`src/rtl/mux_sel_sequencer.sv`:
```
// mux_sel_sequencer: accepts an 8-bit word over valid/ready, holds it on i,
// and steps the 8:1 mux select s through all positions to serialise it.
// Provides the selected bit, a bit-valid strobe and an end-of-frame pulse.
module mux_sel_sequencer #(
    parameter int DWELL     = 1,   // cycles per select value, 1..16
    parameter bit MSB_FIRST = 1'b0 // 0: s 0->7, 1: s 7->0
) (
    input  logic       clk,
    input  logic       rst,
    input  logic [7:0] load_data,
    input  logic       load_valid,
    output logic       load_ready,
    input  logic       hold,
    output logic [7:0] i,
    output logic [2:0] s,
    output logic       bit_out,
    output logic       bit_valid,
    output logic       frame_done
);

    localparam logic [3:0] DW_LAST = 4'(DWELL - 1);
    localparam logic [2:0] S_FIRST = MSB_FIRST ? 3'd7 : 3'd0;
    localparam logic [2:0] S_LAST  = MSB_FIRST ? 3'd0 : 3'd7;

    typedef enum logic {IDLE, SHIFT} state_t;

    state_t     state, state_n;
    logic [3:0] dwell, dwell_n;
    logic [7:0] i_n;
    logic [2:0] s_n;
    logic       step, last, accept;

    // Next-state and handshake/strobe decode; outputs are forced low in reset
    always_comb begin
        state_n    = state;
        dwell_n    = dwell;
        i_n        = i;
        s_n        = s;
        step       = (state == SHIFT) && !hold && (dwell == DW_LAST);
        last       = step && (s == S_LAST);
        load_ready = !rst && ((state == IDLE) || last);
        bit_valid  = !rst && (state == SHIFT) && !hold;
        frame_done = !rst && last;
        accept     = load_valid && load_ready;

        if (accept) begin
            // Reload from IDLE or on the last cycle: no bubble between frames
            i_n     = load_data;
            s_n     = S_FIRST;
            dwell_n = 4'd0;
            state_n = SHIFT;
        end else if (state == SHIFT && !hold) begin
            if (dwell == DW_LAST) begin
                dwell_n = 4'd0;
                if (s == S_LAST)
                    state_n = IDLE;   // s and i keep their final values
                else
                    s_n = MSB_FIRST ? s - 3'd1 : s + 3'd1;
            end else begin
                dwell_n = dwell + 4'd1;
            end
        end
    end

    // State, word, select and dwell registers with synchronous reset
    always_ff @(posedge clk) begin
        if (rst) begin
            state <= IDLE;
            dwell <= 4'd0;
            i     <= 8'h00;
            s     <= 3'd0;
        end else begin
            state <= state_n;
            dwell <= dwell_n;
            i     <= i_n;
            s     <= s_n;
        end
    end

    assign bit_out = i[s];

endmodule

```
`config.mk`:
```
export PLATFORM = sky130hd
export DESIGN_NAME = mux_sel_sequencer
export DESIGN_NICKNAME = d
export VERILOG_FILES = /design/src/rtl/mux_sel_sequencer.sv
export SDC_FILE = /design/constraint.sdc
export NUM_CORES = 1
export LEC_CHECK = 0
export BUFFER_PORTS_ARGS = -buffer_cell sky130_fd_sc_hd__buf_2
export CORE_UTILIZATION = 40
export DETAILED_ROUTE_END_ITERATION = 16
export HOLD_SLACK_MARGIN = 0.05
export PLACE_DENSITY = 0.68
export SLEW_MARGIN = 10
export SYNTH_ARGS = -nofsm -noshare
export SYNTH_HDL_FRONTEND = slang
export SYNTH_SLANG_ARGS = --single-unit
```
`constraint.sdc`:
```
create_clock -name clk -period 3.7 [get_ports clk]
set_input_delay 0.185 -clock clk [delete_from_list [all_inputs] [get_ports clk]]
set_output_delay 0.185 -clock clk [all_outputs]
set_load 0.05 [all_outputs]
```
==> flow_summary.json <==
{
  "wl_per_cell_um": 12.2,
  "worst_pin_slew_ps": 568,
  "drv_slew": 0,
  "synth_nets": 107,
  "status": "finished, final reports clean",
  "gp_congestion": 0.795,
  "ys_warn_count": 0,
  "routed_wl_mm": 1.74,
  "via_per_inst": 5.22,
  "hold_viol_final": 0,
  "critPathMaxStageDelay_ps": 450,
  "wl_met3_um": 72,
  "p_leak_nw": 0.473,
  "drc": 0,
  "syn_to_final_growth_pct": 22.6,
  "fin_hold_ws_ps": 129,
  "final_antenna_net_count": 0,
  "numClockSinks": 16,
  "port_buffers": 26,
  "max_slew_margin_pct": 61.5,
  "grt_pass1_wl_mm": 3.02,
  "async_flop_share_pct": 0,
  "cpMaxStageDelayCell": "dfxtp_1",
  "ys_types": 25,
  "synth-seq-area-share_pct": 39.1,
  "timing.rr.start": "s[0]$_SDFFE_PP0P_",
  "required_ps": 3510,
  "crit_type": "reg2out",
  "yosys-top-cells-area": "dfxtp_1 (39%), mux2i_1 (11%), nand2_1 (7.8%), ha_1 (6.1%), mux4_2 (5.5%)",
  "postCtsResizedCells": 0,
  "ys_top_cells_by_count": "nand2_1 (17), dfxtp_1 (16), mux2i_1 (9), a21oi_1 (7), o21ai_0 (6)",
  "power.density_nw_per_um2": 366,
  "antenna_cells": 0,
  "cts_setup_buffers": 0,
  "peakVddDrop_uv": 255,
  "arrival_ps": 1950,
  "cts_inserted_buffers": 3,
  "hp-start": "rst",
  "cts_max_level": 1,
  "start_util_pct": 44.9,
  "skew_ps": 1.70,
  "worstSetupStartpointType": "flip-flop",
  "fin_nets": 135,
  "root_buffer": "clkbuf_4",
  "postCtsHoldBufs": 0,
  "synth_top_area_share_pct": 39.1,
  "fillers": 186,
  "ioPinCount": 27,
  "first_iter_violations": 12,
  "regArea_um2": 320,
  "dieArea_um2": 2230,
  "synthFlopType": "dfxtp_1",
  "coreArea_um2": 1820,
  "antenna_found_initial": 0,
  "wl_met1_um": 770,
  "finalSetupViolCount": 0,
  "die_x_um": 47.2,
  "endpoint_kind": "primary output",
  "crit_fanout": 6,
  "hp-class": "in2reg",
  "wl_met2_um": 885,
  "grtUsageTotal_pct": 20.0,
  "yosys.area.top_type": "dfxtp_1",
  "synth_most_common_cell": "nand2_1",
  "synth_seq_cells": 16,
  "via_count": 746,
  "cts.path.max_buffers": 2,
  "rsz0062_at_grt": "false",
  "grt_pass1_vias": 715,
  "hpwl_mm": 1.40,
  "clock_latency_ps": 280,
  "crit_top_cell": "ha_1",
  "topRoutingLayerUsed": "met4",
  "drive_above_1_share_pct": 28.8,
  "syn-mean-instance-area_um2": 8.99,
  "dr.pass1.iters": 4,
  "clk_pin_slew_ps": 90,
  "fmax_ghz": 0.467,
  "syn_inst": 91,
  "netlist_area_um2": 818,
  "multi_input_area_um2": 467,
  "final_cells": 143,
  "finalSetupTns_ps": 0,
  "synth_edf_count": 0,
  "grt_max_degree": 20,
  "num_rows": 15,
  "rrSetupSlack_ps": 1860,
  "crit_chain": "ha_1 > ha_1 > nand4bb_1 > o21ai_0 > and2_1 > buf_2",
  "maxCapViolations": 0,
  "post-route-period-util_pct": 57.8,
  "dp.cells": 139,
  "grt.overflow.total": 0,
  "cts_tree": "yes",
  "layout_min_cycle_time_ps": 2140,
  "crit_start": "s[0]$_SDFFE_PP0P_",
  "die_h_um": 47.2
}
metal layers:
layer  up-vias  global-route usage, %
li1        376                      -
met1       351                   22.2
met2        17                   35.1
met3         2                   8.08
met4         0                   5.71
met5         -                      0
kinds of logic after synthesis:
kind of cell / share of synthesized area [%]
and+or+nand+nor: 22.9
adders and majority gates: 6.12
muxes: 17.9
DFF: 39.1
AOI/OAI and AO/OA: 10.1
buffers and inverters: 3.82
final cells by class:
cell class / count / area share (%)
inverter: 5 / 1.87
timing repair buffer: 26 / 13.0
sequential: 16 / 31.9
multi-input combinational: 67 / 46.5
tap: 25 / 3.12
clock buffer: 4 / 3.62
worst max-delay path: cells and delay by family, from the launching register on:
family          cells  cell delay (ps)
flops               1              450
fa+ha+maj           2              370
simple gates        2              360
buf+inv             1              250
compound gates      1              240
metrics by stage:
step	utilization, %	cell area [um2]	worst slack (ps)	power (W)
after floorplan	-	818	1110	0.000241
after global placement	53.1	967	1970	0.000259
after detailed placement	53.1	967	1830	0.000261
after CTS	55.1	1000	1540	0.000373
after global routing	55.1	1000	1380	0.000389
final	55.1	1000	1560	0.000368
registers in the layout, indices dropped and copies added, names as in the netlist:
name and cells:
dwell 4, i 8, s 3, state 1
power breakdown:
group | switching [W] | internal (W)
clock network | 0.0000519 | 0.0000599
registers | 0.00000588 | 0.000179
logic | 0.0000486 | 0.0000222
path summary, 6_finish.rpt:
check / endpoint / cells past startpoint
setup reg to reg: s[0]$_SDFFE_PP0P_ / 5
hold / removal: state$_SDFFE_PP0P_ / 2
setup / recovery: load_ready / 6
hold reg to reg: i[3]$_SDFFE_PP0P_ / 2
placed cells by master, fill, tap and decap left out, drive strengths merged, types with 3 or more instances in the layout:
cell type,synthesis,final
or3,3,3
buf,1,26
mux2i,9,9
nand2,17,17
ha,4,4
a21oi,7,7
dfxtp,16,16
o21ai,6,6
clkbuf,2,4
nand3,4,4
inv,4,4
(Power assumes the default switching activity.)
